`src/rtl/button_debouncer_pkg.sv`:
```
// Shared constants and helpers for the button debouncer.
// Optional auto-repeat is enabled by defining BUTTON_DEBOUNCER_REPEAT_EN.
package button_debouncer_pkg;

   localparam int unsigned STABLE_CYCLES_DEFAULT = 32'd50000;
   localparam int unsigned REPEAT_DELAY_DEFAULT  = 32'd25000000;
   localparam int unsigned REPEAT_PERIOD_DEFAULT = 32'd5000000;
   localparam int unsigned STABLE_CYCLES_SIM     = 32'd4;

   // A counter that must reach n-1 needs clog2(n) bits, but never fewer than one.
   function automatic int unsigned cnt_width(input int unsigned n);
      int unsigned w;
      w = unsigned'($clog2(n));
      if (w < 32'd1) begin
         w = 32'd1;
      end else begin
         w = w;
      end
      return w;
   endfunction

endpackage

```
`src/rtl/button_debouncer_channel.sv`:
```
// One button: 2-FF synchronizer, stability counter, debounced level and edge pulses.
// Auto-repeat on held presses is added when BUTTON_DEBOUNCER_REPEAT_EN is defined.
module debounce_channel
   import button_debouncer_pkg::*;
#(
   parameter int unsigned STABLE_CYCLES = STABLE_CYCLES_DEFAULT
`ifdef BUTTON_DEBOUNCER_REPEAT_EN
   ,
   parameter int unsigned REPEAT_DELAY  = REPEAT_DELAY_DEFAULT,
   parameter int unsigned REPEAT_PERIOD = REPEAT_PERIOD_DEFAULT
`endif
) (
   input  logic clk,
   input  logic reset,
   input  logic btn_raw,
   output logic btn_level,
   output logic btn_press,
   output logic btn_release,
   output logic press_next
);

   localparam int unsigned CW = cnt_width(STABLE_CYCLES);
   localparam logic [CW-1:0] CNT_MAX  = CW'(STABLE_CYCLES - 32'd1);
   localparam logic [CW-1:0] CNT_ZERO = CW'(32'd0);
   localparam logic [CW-1:0] CNT_ONE  = CW'(32'd1);

   logic          sync1_q, sync1_d;
   logic          sync2_q, sync2_d;
   logic [CW-1:0] cnt_q, cnt_d;
   logic          level_q, level_d;
   logic          press_q, press_d;
   logic          release_q, release_d;
   logic          acc_press;
   logic          acc_release;

   always_comb begin
      sync1_d     = btn_raw;
      sync2_d     = sync1_q;
      cnt_d       = cnt_q;
      level_d     = level_q;
      acc_press   = 1'b0;
      acc_release = 1'b0;
      if (sync2_q == level_q) begin
         cnt_d = CNT_ZERO;
      end else if (cnt_q == CNT_MAX) begin
         cnt_d       = CNT_ZERO;
         level_d     = sync2_q;
         acc_press   = sync2_q;
         acc_release = ~sync2_q;
      end else begin
         cnt_d = cnt_q + CNT_ONE;
      end
   end

`ifdef BUTTON_DEBOUNCER_REPEAT_EN
   localparam int unsigned REP_SPAN = (REPEAT_DELAY > REPEAT_PERIOD) ? REPEAT_DELAY : REPEAT_PERIOD;
   localparam int unsigned RW = cnt_width(REP_SPAN);
   localparam logic [RW-1:0] DELAY_MAX  = RW'(REPEAT_DELAY - 32'd1);
   localparam logic [RW-1:0] PERIOD_MAX = RW'(REPEAT_PERIOD - 32'd1);
   localparam logic [RW-1:0] REP_ZERO   = RW'(32'd0);
   localparam logic [RW-1:0] REP_ONE    = RW'(32'd1);

   logic [RW-1:0] rep_cnt_q, rep_cnt_d;
   logic          rep_first_q, rep_first_d;
   logic          rep_pulse;

   // The first repeat waits REPEAT_DELAY; later ones use REPEAT_PERIOD. Any level change restarts it.
   always_comb begin
      rep_cnt_d   = rep_cnt_q;
      rep_first_d = rep_first_q;
      rep_pulse   = 1'b0;
      if (!level_q || (level_d != level_q)) begin
         rep_cnt_d   = REP_ZERO;
         rep_first_d = 1'b0;
      end else if (!rep_first_q) begin
         if (rep_cnt_q == DELAY_MAX) begin
            rep_cnt_d   = REP_ZERO;
            rep_first_d = 1'b1;
            rep_pulse   = 1'b1;
         end else begin
            rep_cnt_d = rep_cnt_q + REP_ONE;
         end
      end else if (rep_cnt_q == PERIOD_MAX) begin
         rep_cnt_d = REP_ZERO;
         rep_pulse = 1'b1;
      end else begin
         rep_cnt_d = rep_cnt_q + REP_ONE;
      end
   end

   always_ff @(posedge clk) begin
      if (reset) begin
         rep_cnt_q   <= REP_ZERO;
         rep_first_q <= 1'b0;
      end else begin
         rep_cnt_q   <= rep_cnt_d;
         rep_first_q <= rep_first_d;
      end
   end

   assign press_d = acc_press | rep_pulse;
`else
   assign press_d = acc_press;
`endif

   assign release_d = acc_release;

   always_ff @(posedge clk) begin
      if (reset) begin
         sync1_q   <= 1'b0;
         sync2_q   <= 1'b0;
         cnt_q     <= CNT_ZERO;
         level_q   <= 1'b0;
         press_q   <= 1'b0;
         release_q <= 1'b0;
      end else begin
         sync1_q   <= sync1_d;
         sync2_q   <= sync2_d;
         cnt_q     <= cnt_d;
         level_q   <= level_d;
         press_q   <= press_d;
         release_q <= release_d;
      end
   end

   assign btn_level   = level_q;
   assign btn_press   = press_q;
   assign btn_release = release_q;
   assign press_next  = press_d;

endmodule

```
`src/rtl/button_debouncer.sv`:
```
// Debounces N_BUTTONS raw button inputs; any_press flags a press pulse on any channel.
// Optional auto-repeat is enabled by defining BUTTON_DEBOUNCER_REPEAT_EN.
module button_debouncer
   import button_debouncer_pkg::*;
#(
   parameter int unsigned N_BUTTONS     = 32'd3,
   parameter int unsigned STABLE_CYCLES = STABLE_CYCLES_DEFAULT
`ifdef BUTTON_DEBOUNCER_REPEAT_EN
   ,
   parameter int unsigned REPEAT_DELAY  = REPEAT_DELAY_DEFAULT,
   parameter int unsigned REPEAT_PERIOD = REPEAT_PERIOD_DEFAULT
`endif
) (
   input  logic                 clk,
   input  logic                 reset,
   input  logic [N_BUTTONS-1:0] btn_raw,
   output logic [N_BUTTONS-1:0] btn_level,
   output logic [N_BUTTONS-1:0] btn_press,
   output logic [N_BUTTONS-1:0] btn_release,
   output logic                 any_press
);

   logic [N_BUTTONS-1:0] press_next;
   logic                 any_press_q, any_press_d;

   for (genvar g = 0; g < N_BUTTONS; g++) begin : g_ch
      debounce_channel #(
         .STABLE_CYCLES (STABLE_CYCLES)
`ifdef BUTTON_DEBOUNCER_REPEAT_EN
         ,
         .REPEAT_DELAY  (REPEAT_DELAY),
         .REPEAT_PERIOD (REPEAT_PERIOD)
`endif
      ) u_ch (
         .clk         (clk),
         .reset       (reset),
         .btn_raw     (btn_raw[g]),
         .btn_level   (btn_level[g]),
         .btn_press   (btn_press[g]),
         .btn_release (btn_release[g]),
         .press_next  (press_next[g])
      );
   end

   // OR the next-state pulses so any_press lines up with btn_press.
   always_comb begin
      any_press_d = |press_next;
   end

   always_ff @(posedge clk) begin
      if (reset) begin
         any_press_q <= 1'b0;
      end else begin
         any_press_q <= any_press_d;
      end
   end

   assign any_press = any_press_q;

endmodule

```
`config.mk`:
```
export PLATFORM = sky130hd
export DESIGN_NAME = button_debouncer
export DESIGN_NICKNAME = d
export VERILOG_FILES = /design/src/rtl/button_debouncer_pkg.sv /design/src/rtl/button_debouncer_channel.sv /design/src/rtl/button_debouncer.sv
export SDC_FILE = /design/constraint.sdc
export NUM_CORES = 1
export LEC_CHECK = 0
export ABC_CLOCK_PERIOD_IN_PS = 3160
export CORE_ASPECT_RATIO = 2
export CORE_UTILIZATION = 45
export DETAILED_ROUTE_END_ITERATION = 7
export GPL_ROUTABILITY_DRIVEN = 0
export GPL_TIMING_DRIVEN = 0
export PLACE_DENSITY = 0.75
export SETUP_SLACK_MARGIN = 0.05
export SLEW_MARGIN = 20
export SYNTH_ARGS = -nofsm -noshare
export SYNTH_HDL_FRONTEND = slang
export SYNTH_SLANG_ARGS = --single-unit
```
`constraint.sdc`:
```
create_clock -name clk -period 3.16 [get_ports clk]
set_input_delay 0.316 -clock clk [delete_from_list [all_inputs] [get_ports clk]]
set_output_delay 0.316 -clock clk [all_outputs]
set_load 0.01 [all_outputs]
```
==> qor.csv, run 1 <==
metric,value,unit
outcome,finished clean,
power_frac_seq,0.400,
power.switching,365,uW
yosys_warnings,0,
worst_slew_pin_slew,0.481,ns
num_io_pins,15,
cp_slowest_cell,dfxtp_1,
antenna_found_initial,0,
arrival,2.29,ns
cts_buffers,9,
synthTopCellsByCount,"dfxtp_1, nor2_1, xnor2_1",
clockBufferDepth,2,
drive_gt1_frac,0.0915,
postCtsResizedCells,0,
first_pass_iters,4,
yosysSeqAreaShare,0.479,
start_kind,flip-flop,
synth-edff-count,0,
power_frac_comb,0.010,
drc,0,
syn_nets,296,
place_inst,362,
cp-startpoint,g_ch[1].u_ch.cnt_q[0]$_SDFF_PP0_,
rsz0062_at_grt,no,
synthMostInstantiatedCell,dfxtp_1,
grt_pass1_vias,2063,
syn_area,2680,um^2
fin_crit_sh,0.662,
core-area,5710,um^2
antenna-diode-count,0,
swShare,0.179,
port_buffers,13,
die_x,56.5,um
max_stage_delay,0.39,ns
yosysUniqueCellTypes,32,
vias,2060,
finalSetupViolations,0,
vias_per_cell,5.45,
stdcell_count,378,
grt_max_degree,13,
place_area,2880,um^2
grt_pass1_wl,8750,um
nets,320,
clock_latency,0.33,ns
p_clk_frac,0.590,
syn_inst,288,
synthTopCellsByArea,"dfxtp_1, xnor2_1, nor2_1",
criticalPathCategory,flip-flop to flip-flop,
ys_ff_latch,64,
fin_crit,2.09,ns
hold_class,input port to flip-flop,
wire_per_inst,13.3,um
timing.rr.end,g_ch[1].u_ch.cnt_q[15]$_SDFF_PP0_,
skew,0.00490,ns
drtIter0Drc,101,
fmax,0.478,GHz
ys.flop_type,dfxtp_1,
overflow,0,
syn2layout_area_growth,21.4,%
path_cells,ha_1 -> nand3_1 -> nand4b_1 -> nand2_1 -> clkbuf_1 -> nor2_1,
cap_violations,0,
root_buffer,clkbuf_16,
tns,0,ns
rr_startpoint,g_ch[1].u_ch.cnt_q[0]$_SDFF_PP0_,
ctsHoldBuffers,0,
rows,39,
wirelength,5020,um
syn_area_per_cell,9.30,um^2
finalPower,2.04,mW
dieHeight,111,um
start_util,0.469,
cellPowerDensity,627,nW/um^2
whs,0.402,ns
leakagePower,1.10,nW
cts.sink_count,64,
crit_path_end_kind,flip-flop,
groute.usage.overall,0.177,
slew_headroom,0.680,
cp.required,3.36,ns
timing.reg2reg.worst_path_depth,6,
synth_top_area_cell,dfxtp_1,
final_cell_area,3250,um^2
drv_slew,0,
async_reset_ff_frac,0,
synthDominantCellAreaShare,0.479,
ir_worst_vdd,0.553,mV
clkTransAtPathRegs,0.05,ns
post-cts-setup-buffers,0,
endpoint,g_ch[1].u_ch.cnt_q[15]$_SDFF_PP0_,
finalHoldViolations,0,
path_max_fanout,10,
cts_tree,built,
internal_power,1.67,mW
r2r_slack,1.07,ns
final_antenna_net_count,0,
htree_levels,3,
die_area,6280,um^2
dp_hpwl,3540,um
nFillCells,512,
==> registers in the layout (all words and copies together), names as in the netlist <==
register               flops
g_ch.u_ch.btn_release      3
g_ch.u_ch.sync1_q          3
g_ch.u_ch.btn_level        3
any_press                  1
g_ch.u_ch.btn_press        3
g_ch.u_ch.sync2_q          3
g_ch.u_ch.cnt_q           48
==> worst min-delay path by stage <==
stage | from | end | slack [ns] | cells past startpoint
after floorplan | g_ch[0].u_ch.cnt_q[0]$_SDFF_PP0_ | g_ch[0].u_ch.cnt_q[0]$_SDFF_PP0_ | 0.41 | 1
after global placement | g_ch[2].u_ch.sync1_q$_SDFF_PP0_ | g_ch[2].u_ch.sync2_q$_SDFF_PP0_ | 0.42 | 1
after detailed placement | g_ch[2].u_ch.sync1_q$_SDFF_PP0_ | g_ch[2].u_ch.sync2_q$_SDFF_PP0_ | 0.43 | 1
after CTS | reset | g_ch[1].u_ch.sync1_q$_SDFF_PP0_ | 0.40 | 2
after global routing | g_ch[0].u_ch.cnt_q[0]$_SDFF_PP0_ | g_ch[0].u_ch.cnt_q[0]$_SDFF_PP0_ | 0.46 | 1
final | reset | g_ch[1].u_ch.sync1_q$_SDFF_PP0_ | 0.40 | 2
==> power by group through the flow <==
stage	clock [mW]	combinational [mW]	sequential, mW
4_1_cts	1.22	0.0204	0.815
3_3_place_gp	0	0.0200	0.832
3_5_place_dp	0	0.0204	0.832
5_1_grt	1.25	0.0229	0.815
6_report	1.20	0.0200	0.815
2_1_floorplan	0	0.0128	0.832
==> cell families after synthesis <==
kind of cell / after synthesis / synth area share
flip-flops: 64 / 0.479
multiplexers: 3 / 0.0112
AO/OA/AOI/OAI: 9 / 0.0187
AND/OR/NAND/NOR: 149 / 0.304
buffers and inverters: 20 / 0.0425
adder cells (fa/ha/maj): 3 / 0.0140
XOR/XNOR: 40 / 0.131
==> final cells by class <==
cell class | count | area (um^2) | share of cell area
clock buffers | 9 | 225 | 0.0693
inverters | 3 | 11.3 | 0.00346
clock inverters | 7 | 143 | 0.0439
repair buffers | 13 | 130 | 0.0400
flip-flops and latches | 64 | 1280 | 0.394
multi-input cells | 204 | 1280 | 0.394
well taps | 61 | 76.3 | 0.0235
plain buffers | 17 | 103 | 0.0316
==> through the flow <==
step | worst slack, ns | util
final | 1.07 | 0.570
after global routing | 0.853 | 0.570
after CTS | 1.04 | 0.570
after detailed placement | 1.06 | 0.505
after global placement | 1.12 | 0.505
after floorplan | 1.28 | -
==> layer usage <==
metal,up-vias,GRT usage,routed length (um),part of all wire
met5,-,0,0,0
met4,0,0.107,173,0.034
met3,13,0.0420,136,0.027
met2,34,0.320,2740,0.55
met1,976,0.173,1970,0.39
li1,1037,-,-,-
==> worst max-delay path: cells and delay by family (launching register included) <==
family	cells	cell delay, ns
and+or+nand+nor	4	1.00
buffers and inverters	1	0.37
adders and majority gates	1	0.21
DFF	1	0.39
==> cell usage in the layout (no fill, tap or decap), types with 9 or more instances in the layout <==
master / netlist / routed
buf_4: 10 / 10
clkbuf_16: 0 / 9
clkdlybuf4s50_1: 0 / 13
dfxtp_1: 64 / 64
nand2_1: 14 / 14
nand3_1: 14 / 14
nand4_1: 12 / 12
nor2_1: 52 / 52
xnor2_1: 26 / 26
xor2_1: 14 / 14
Note: power is estimated with default switching activity, not from simulation.
==> inputs of run 2 (changes only) <==
ABC_CLOCK_PERIOD_IN_PS = 1700   (was 3160)
PLACE_DENSITY = 0.77   (was 0.75)
clock period = 1.7 ns   (was 3.16 ns; I/O delays follow)
==> run 2 against run 1 <==
Against the previous run: the run now ends with negative setup slack left; sequential share of layout area decreased by 1.7 points; power increased by 67%; worst hold slack got worse by 0.14 ns; die area unchanged; global-route usage increased by 1.5 points; flip-flop and latch count unchanged; critical path depth decreased by 1; maximum frequency increased by 7.8%; sequential power increased by 87%.
==> qor.csv, run 2 (synthesis results as in run 1) <==
metric,value,unit,change
dieHeight,111,um,unchanged
path_max_fanout,5,,-5
drc,0,,unchanged
path_cells,or4bb_1 -> or4_4 -> buf_8 -> nor4b_4 -> or3_1,,
swShare,0.192,,+0.0132
violations,negative setup slack,,
start_util,0.469,,unchanged
p_clk_frac,0.539,,-0.051
vias,2121,,+3.0%
cp_slowest_cell,or4_4,,
regMostFlops,g_ch.u_ch.cnt_q,,
antenna_found_initial,0,,unchanged
rr_startpoint,g_ch[2].u_ch.cnt_q[10]$_SDFF_PP0_,,
grt_max_degree,11,,-2
hold_end,g_ch[1].u_ch.sync2_q$_SDFF_PP0_,,
max_stage_delay,0.54,ns,+0.15 ns
groute.usage.overall,0.191,,+0.0146
internal_power,2.74,mW,+64%
rsz0062_at_grt,yes,,
place_area,2910,um^2,+0.78%
largest_reg_flops,48,,unchanged
skew,0.00490,ns,-0.00000136 ns
fin_crit,1.94,ns,-0.152 ns
final.setup.worst_slack,-0.241,ns,-1.31 ns
antenna-diode-count,0,,unchanged
die_x,56.5,um,unchanged
final_cell_area,3420,um^2,+5.3%
port_buffers,13,,unchanged
vias_per_cell,5.47,,+0.31%
first_pass_iters,4,,unchanged
num_io_pins,15,,unchanged
final_antenna_net_count,0,,unchanged
cts_buffers,9,,unchanged
final_common_cell,dfxtp_1,,
hold_depth,2,,unchanged
cellPowerDensity,992,nW/um^2,+58%
rows,39,,unchanged
power_frac_seq,0.447,,+0.047
r2r_slack,-0.24,ns,-1.31 ns
crit_path_end_kind,flip-flop,,
cts_tree,built,,
die_area,6280,um^2,unchanged
start_kind,flip-flop,,
nets,330,,+3.1%
cap_violations,0,,unchanged
grt_pass1_vias,2205,,+6.9%
timing.reg2reg.worst_path_depth,5,,-1
wirelength,5460,um,+8.6%
hp-start,reset,,
hold_class,input port to flip-flop,,
timing.rr.end,any_press$_SDFF_PP0_,,
wire_per_inst,14.1,um,+5.8%
drtIter0Drc,38,,-62%
clockBufferDepth,2,,unchanged
most-common-layout-cells,"dfxtp_1, nor2_1, xnor2_1, buf_4, xor2_1",,
fin_crit_sh,1.14,,+0.479
worst_slew_pin_slew,0.459,ns,-0.0216 ns
cts.sink_count,64,,unchanged
ctsHoldBuffers,0,,unchanged
clkTransAtPathRegs,0.05,ns,about the same
grt_pass1_wl,9250,um,+5.7%
slew_headroom,0.694,,+0.0144
dp_hpwl,3490,um,-1.5%
clock_latency,0.33,ns,about the same
power_frac_comb,0.015,,+0.005
htree_levels,3,,unchanged
root_buffer,clkbuf_16,,
power.switching,653,uW,+79%
overflow,0,,unchanged
drive_gt1_frac,0.196,,+0.104
place_ws,-0.290,ns,-1.35 ns
core-area,5710,um^2,unchanged
nFillCells,433,,-15%
outcome,"complete, but fails checks",,
cp.required,1.98,ns,-1.38 ns
finalSetupViolations,20,,+20
criticalPathCategory,flip-flop to flip-flop,,
arrival,2.22,ns,-0.07 ns
syn2layout_area_growth,27.9,%,
finalHoldViolations,0,,unchanged
drv_slew,0,,unchanged
ir_worst_vdd,1.04,mV,+88%
fmax,0.515,GHz,+7.8%
leakagePower,1.14,nW,+3.5%
## run 2: area by class of cell
type	count	area [um^2]	area share
multi-input cells	204	1390	0.406
inverters	3	11.3	0.00329
repair buffers	24	224	0.0654
flip-flops and latches	64	1290	0.377
clock inverters	3	40.0	0.0117
clock buffers	13	260	0.0760
plain buffers	16	130	0.0380
well taps	61	76.3	0.0223
## run 2: worst max-delay path by stage
stage,from,end,depth (start not counted)
6_report,g_ch[2].u_ch.cnt_q[10]$_SDFF_PP0_,any_press$_SDFF_PP0_,5
5_1_grt,g_ch[2].u_ch.cnt_q[10]$_SDFF_PP0_,any_press$_SDFF_PP0_,5
4_1_cts,g_ch[2].u_ch.cnt_q[10]$_SDFF_PP0_,any_press$_SDFF_PP0_,5
3_5_place_dp,g_ch[1].u_ch.cnt_q[0]$_SDFF_PP0_,g_ch[1].u_ch.cnt_q[11]$_SDFF_PP0_,6
3_3_place_gp,g_ch[1].u_ch.cnt_q[0]$_SDFF_PP0_,g_ch[1].u_ch.cnt_q[9]$_SDFF_PP0_,6
2_1_floorplan,g_ch[2].u_ch.cnt_q[10]$_SDFF_PP0_,any_press$_SDFF_PP0_,5
## run 2: layer usage
layer | share of wire | global-route usage
met2 | 0.58 | 0.357
met4 | 0.035 | 0.137
met1 | 0.36 | 0.169
met3 | 0.024 | 0.0455
met5 | 0 | 0
## run 2: metrics by stage
stage	setup TNS, ns	cells	hold WS, ns	util	power (mW)
global route	-3.93	388	0.283	0.600	3.49
detailed placement	-9.23	362	0.426	0.509	1.59
global placement	-9.11	362	0.419	0.509	1.58
finish	-3.39	388	0.262	0.600	3.40
CTS	-2.77	387	0.253	0.588	3.41
floorplan	-1.32	288	0.298	-	1.57
## run 2: power by group through the flow
stage          clock network [mW]  logic, mW  registers (mW)
2_1_floorplan                   0     0.0252            1.55
3_3_place_gp                    0     0.0380            1.55
3_5_place_dp                    0     0.0384            1.55
4_1_cts                      1.85     0.0470            1.52
5_1_grt                      1.92     0.0536            1.52
6_report                     1.83     0.0494            1.52
## run 2: critical path: cells and delay by family (launching register included)
| family | cells | cell delay (ns) |
|---|---|---|
| simple gates | 4 | 1.38 |
| flops | 1 | 0.34 |
| buf+inv | 1 | 0.16 |
## run 2: what timing repair did
action | 4_1_cts | 5_1_grt
hold endpoints to repair | 0 | 0
buffers inserted | 8 | 2
pin swaps | 4 | 5
resized for setup | 23 | 14
cloned | 1 | 0
setup endpoints to repair | 48 | 46
==> inputs of run 3 (changes only) <==
ABC_AREA = 1   (was not set)
SETUP_SLACK_MARGIN = not set   (was 0.05)
==> run 3 against run 2 <==
Against the previous run: the run now ends clean; die area rose by 11%; first-iteration DRC count rose to 3.0 times the previous value; clock-buffer cell count fell by 2; critical path depth rose by 1; register-to-register slack improved by 0.35 ns; power fell by 2.0%; sequential power barely moved; maximum frequency rose by 22%; routed wire length rose by 9.1%; global-route usage fell by 0.24 points; combinational power rose by 1%; critical endpoint is now g_ch[0].u_ch.cnt_q[3]$_SDFF_PP0_; largest power group unchanged.
==> qor.csv, run 3 <==
metric,value,unit,change
synth-simple-area-share,0.358,,+0.0542
whs,0.375,ns,+0.114 ns
ctsHoldBuffers,0,,unchanged
leakagePower,1.33,nW,+17%
nets,463,,+40%
synthMostInstantiatedCell,nor2_1,,
synth_top_family_by_area,simple AND/OR/NAND/NOR gates,,
synth_xor_area_frac,0.0527,,-0.0781
grt_pass1_vias,2542,,+15%
max_stage_delay,0.36,ns,-0.18 ns
cp.depth,6,,+1
clkTransAtPathRegs,0.05,ns,about the same
die_area,7000,um^2,+11%
ys.flop_type,dfxtp_1,,
clockBufferDepth,2,,unchanged
multiInputGateArea,1410,um^2,+1.3%
cp_slowest_cell,dfxtp_1,,
cellPowerDensity,933,nW/um^2,-5.9%
syn2layout_area_growth,19.2,%,
cp_num_buf_inv,1,,unchanged
outcome,finished clean,,
worst_slew_pin_slew,0.450,ns,-0.00911 ns
finalSetupViolations,0,,-100%
regMostFlops,g_ch.u_ch.cnt_q,,
yosysSeqAreaShare,0.428,,-0.0502
ir_worst_vdd,0.803,mV,-23%
fin_crit_sh,0.933,,-0.208
yosysUniqueCellTypes,27,,-16%
cts_buffers,9,,unchanged
final_antenna_net_count,0,,unchanged
overflow,0,,unchanged
layout.area.seq,1280,um^2,-0.78%
timing.reg2reg.worst_path_depth,6,,+1
grt_max_degree,11,,unchanged
met3_usage,0.0452,,-0.000304
drtIter0Drc,114,,+200%
first_pass_iters,4,,unchanged
nFillCells,624,,+44%
antenna_found_initial,0,,unchanged
antenna-diode-count,0,,unchanged
rr_startpoint,g_ch[0].u_ch.cnt_q[0]$_SDFF_PP0_,,
path_max_fanout,10,,+5
synth-compound-area-share,0.0439,,+0.0252
fin_util,0.561,,-0.0390
die_x,59.7,um,+5.5%
path_cells,ha_1 -> nand3_1 -> or2_4 -> o21ai_4 -> buf_6 -> a21oi_1,,
syn_area_per_cell,7.02,um^2,-24%
start_util,0.470,,+0.00131
final_common_cell,nor2_1,,
endpoint,g_ch[0].u_ch.cnt_q[3]$_SDFF_PP0_,,
synthDominantCellAreaShare,0.428,,-0.0502
start_kind,flip-flop,,
synthAdderAreaFrac,0.0125,,-0.00147
synth-edff-count,0,,unchanged
grt_pass1_wl,10100,um,+9.7%
async_reset_ff_frac,0,,unchanged
arrival,1.80,ns,-0.42 ns
cp.required,1.92,ns,-0.06 ns
r2r_slack,0.11,ns,+0.35 ns
fmax,0.630,GHz,+22%
htree_levels,3,,unchanged
syn_area,2990,um^2,+12%
most-common-layout-cells,"nor2_1, nand2_1, dfxtp_1, inv_1, nand3_1",,
dp_hpwl,4510,um,+29%
synth_top_area_cell,dfxtp_1,,
finalHoldViolations,0,,unchanged
cap_violations,0,,unchanged
drc,0,,unchanged
vias,2667,,+26%
dieHeight,117,um,+5.6%
largest_reg_flops,48,,unchanged
synthTopCellsByArea,"dfxtp_1, nor2_1, nand2_1",,
rsz0062_at_grt,no,,
cts_tree,built,,
grtUsageMet1,0.176,,+0.00791
met2_usage,0.346,,-0.0110
cts.sink_count,64,,unchanged
slew_headroom,0.700,,+0.00607
drive_gt1_frac,0.0959,,-0.0999
yosys_warnings,0,,unchanged
crit_family,simple AND/OR/NAND/NOR gates,,
root_buffer,clkbuf_16,,
crit_path_end_kind,flip-flop,,
timing.rr.end,g_ch[0].u_ch.cnt_q[3]$_SDFF_PP0_,,
syn_nets,434,,+47%
fin_crit,1.59,ns,-0.354 ns
rows,41,,+5.1%
clock_latency,0.33,ns,about the same
ys_ff_latch,64,,unchanged
vias_per_cell,4.89,,-10%
wire_per_inst,10.9,um,-22%
cp-startpoint,g_ch[0].u_ch.cnt_q[0]$_SDFF_PP0_,,
synthMuxAreaShare,0,,-0.0112
wirelength,5950,um,+9.1%
synthTopCellsByCount,"nor2_1, nand2_1, dfxtp_1",,
groute.usage.overall,0.189,,-0.00242
skew,0.00499,ns,+0.0000867 ns
core-area,6360,um^2,+11%
drv_slew,0,,unchanged
syn_inst,426,,+48%
port_buffers,14,,+1
num_io_pins,15,,unchanged
hold_class,input port to flip-flop,,
grt_busiest_layer,met2,,
criticalPathCategory,flip-flop to flip-flop,,
run 3: changes by cell type in the layout (fill, tap and decap cells not counted), moves of 14 or more:
cell / change
a21oi_1: +14
inv_1: +53
nand2_1: +75
nand3_1: +19
nor2_1: +40
xnor2_1: -22
run 3: what timing repair did:
item	CTS	global route
gates resized for setup	0	3
buffers inserted	0	4
endpoints found under the setup margin	0	31
run 3: worst min path at each step:
| stage | start | endpoint | slack, ns | cells after the start |
|---|---|---|---|---|
| detailed placement | g_ch[2].u_ch.sync1_q$_SDFF_PP0_ | g_ch[2].u_ch.sync2_q$_SDFF_PP0_ | 0.39 | 2 |
| finish | btn_raw[2] | g_ch[2].u_ch.sync1_q$_SDFF_PP0_ | 0.38 | 3 |
| floorplan | btn_raw[0] | g_ch[0].u_ch.sync1_q$_SDFF_PP0_ | 0.28 | 2 |
| CTS | btn_raw[1] | g_ch[1].u_ch.sync1_q$_SDFF_PP0_ | 0.36 | 3 |
| global route | btn_raw[1] | g_ch[1].u_ch.sync1_q$_SDFF_PP0_ | 0.39 | 3 |
| global placement | g_ch[2].u_ch.sync1_q$_SDFF_PP0_ | g_ch[2].u_ch.sync2_q$_SDFF_PP0_ | 0.39 | 2 |
run 3: cell type report:
| class | instances | share of cell area |
|---|---|---|
| multi-input combinational | 293 | 0.395 |
| sequential | 64 | 0.359 |
| clock buffer | 11 | 0.0680 |
| inverter | 56 | 0.0589 |
| timing repair buffer | 18 | 0.0477 |
| tap | 86 | 0.0302 |
| buffer | 13 | 0.0284 |
| clock inverter | 4 | 0.0126 |
run 3: worst min-delay path, stage by stage:
cell	delay (ns)
clkdlybuf4s50_1	0.40
inv_1	0.06
nor2_1	0.03
run 3: per-layer routing:
layer,wire length [um],share of wire,up-vias
met5,0,0,-
met4,185,0.031,0
met3,137,0.023,16
met2,3410,0.57,33
met1,2220,0.37,1233
li1,-,-,1385
run 3: logic make-up (layout without fill, tap and decap cells):
| family | Yosys count | after routing |
|---|---|---|
| XOR/XNOR | 18 | 18 |
| flip-flops | 64 | 64 |
| buffers and inverters | 69 | 102 |
| AO/OA/AOI/OAI | 24 | 24 |
| AND/OR/NAND/NOR | 248 | 248 |
| adder cells (fa/ha/maj) | 3 | 3 |
run 3: power by group:
part / internal (mW) / total, mW / switching [mW]
logic: 0.0222 / 0.0499 / 0.0277
registers: 1.51 / 1.52 / 0.00521
clock network: 1.16 / 1.76 / 0.606
run 3: stage by stage:
| stage | instances | area, um^2 | setup WS (ns) | setup TNS (ns) | total power [mW] |
|---|---|---|---|---|---|
| floorplan | 426 | 2990 | 0.290 | 0 | 1.57 |
| global placement | 526 | 3240 | -0.00576 | -0.0211 | 1.59 |
| detailed placement | 526 | 3240 | -0.0168 | -0.116 | 1.59 |
| CTS | 541 | 3530 | 0.0298 | 0 | 3.36 |
| global route | 545 | 3570 | 0.0180 | 0 | 3.43 |
| finish | 545 | 3570 | 0.113 | 0 | 3.33 |
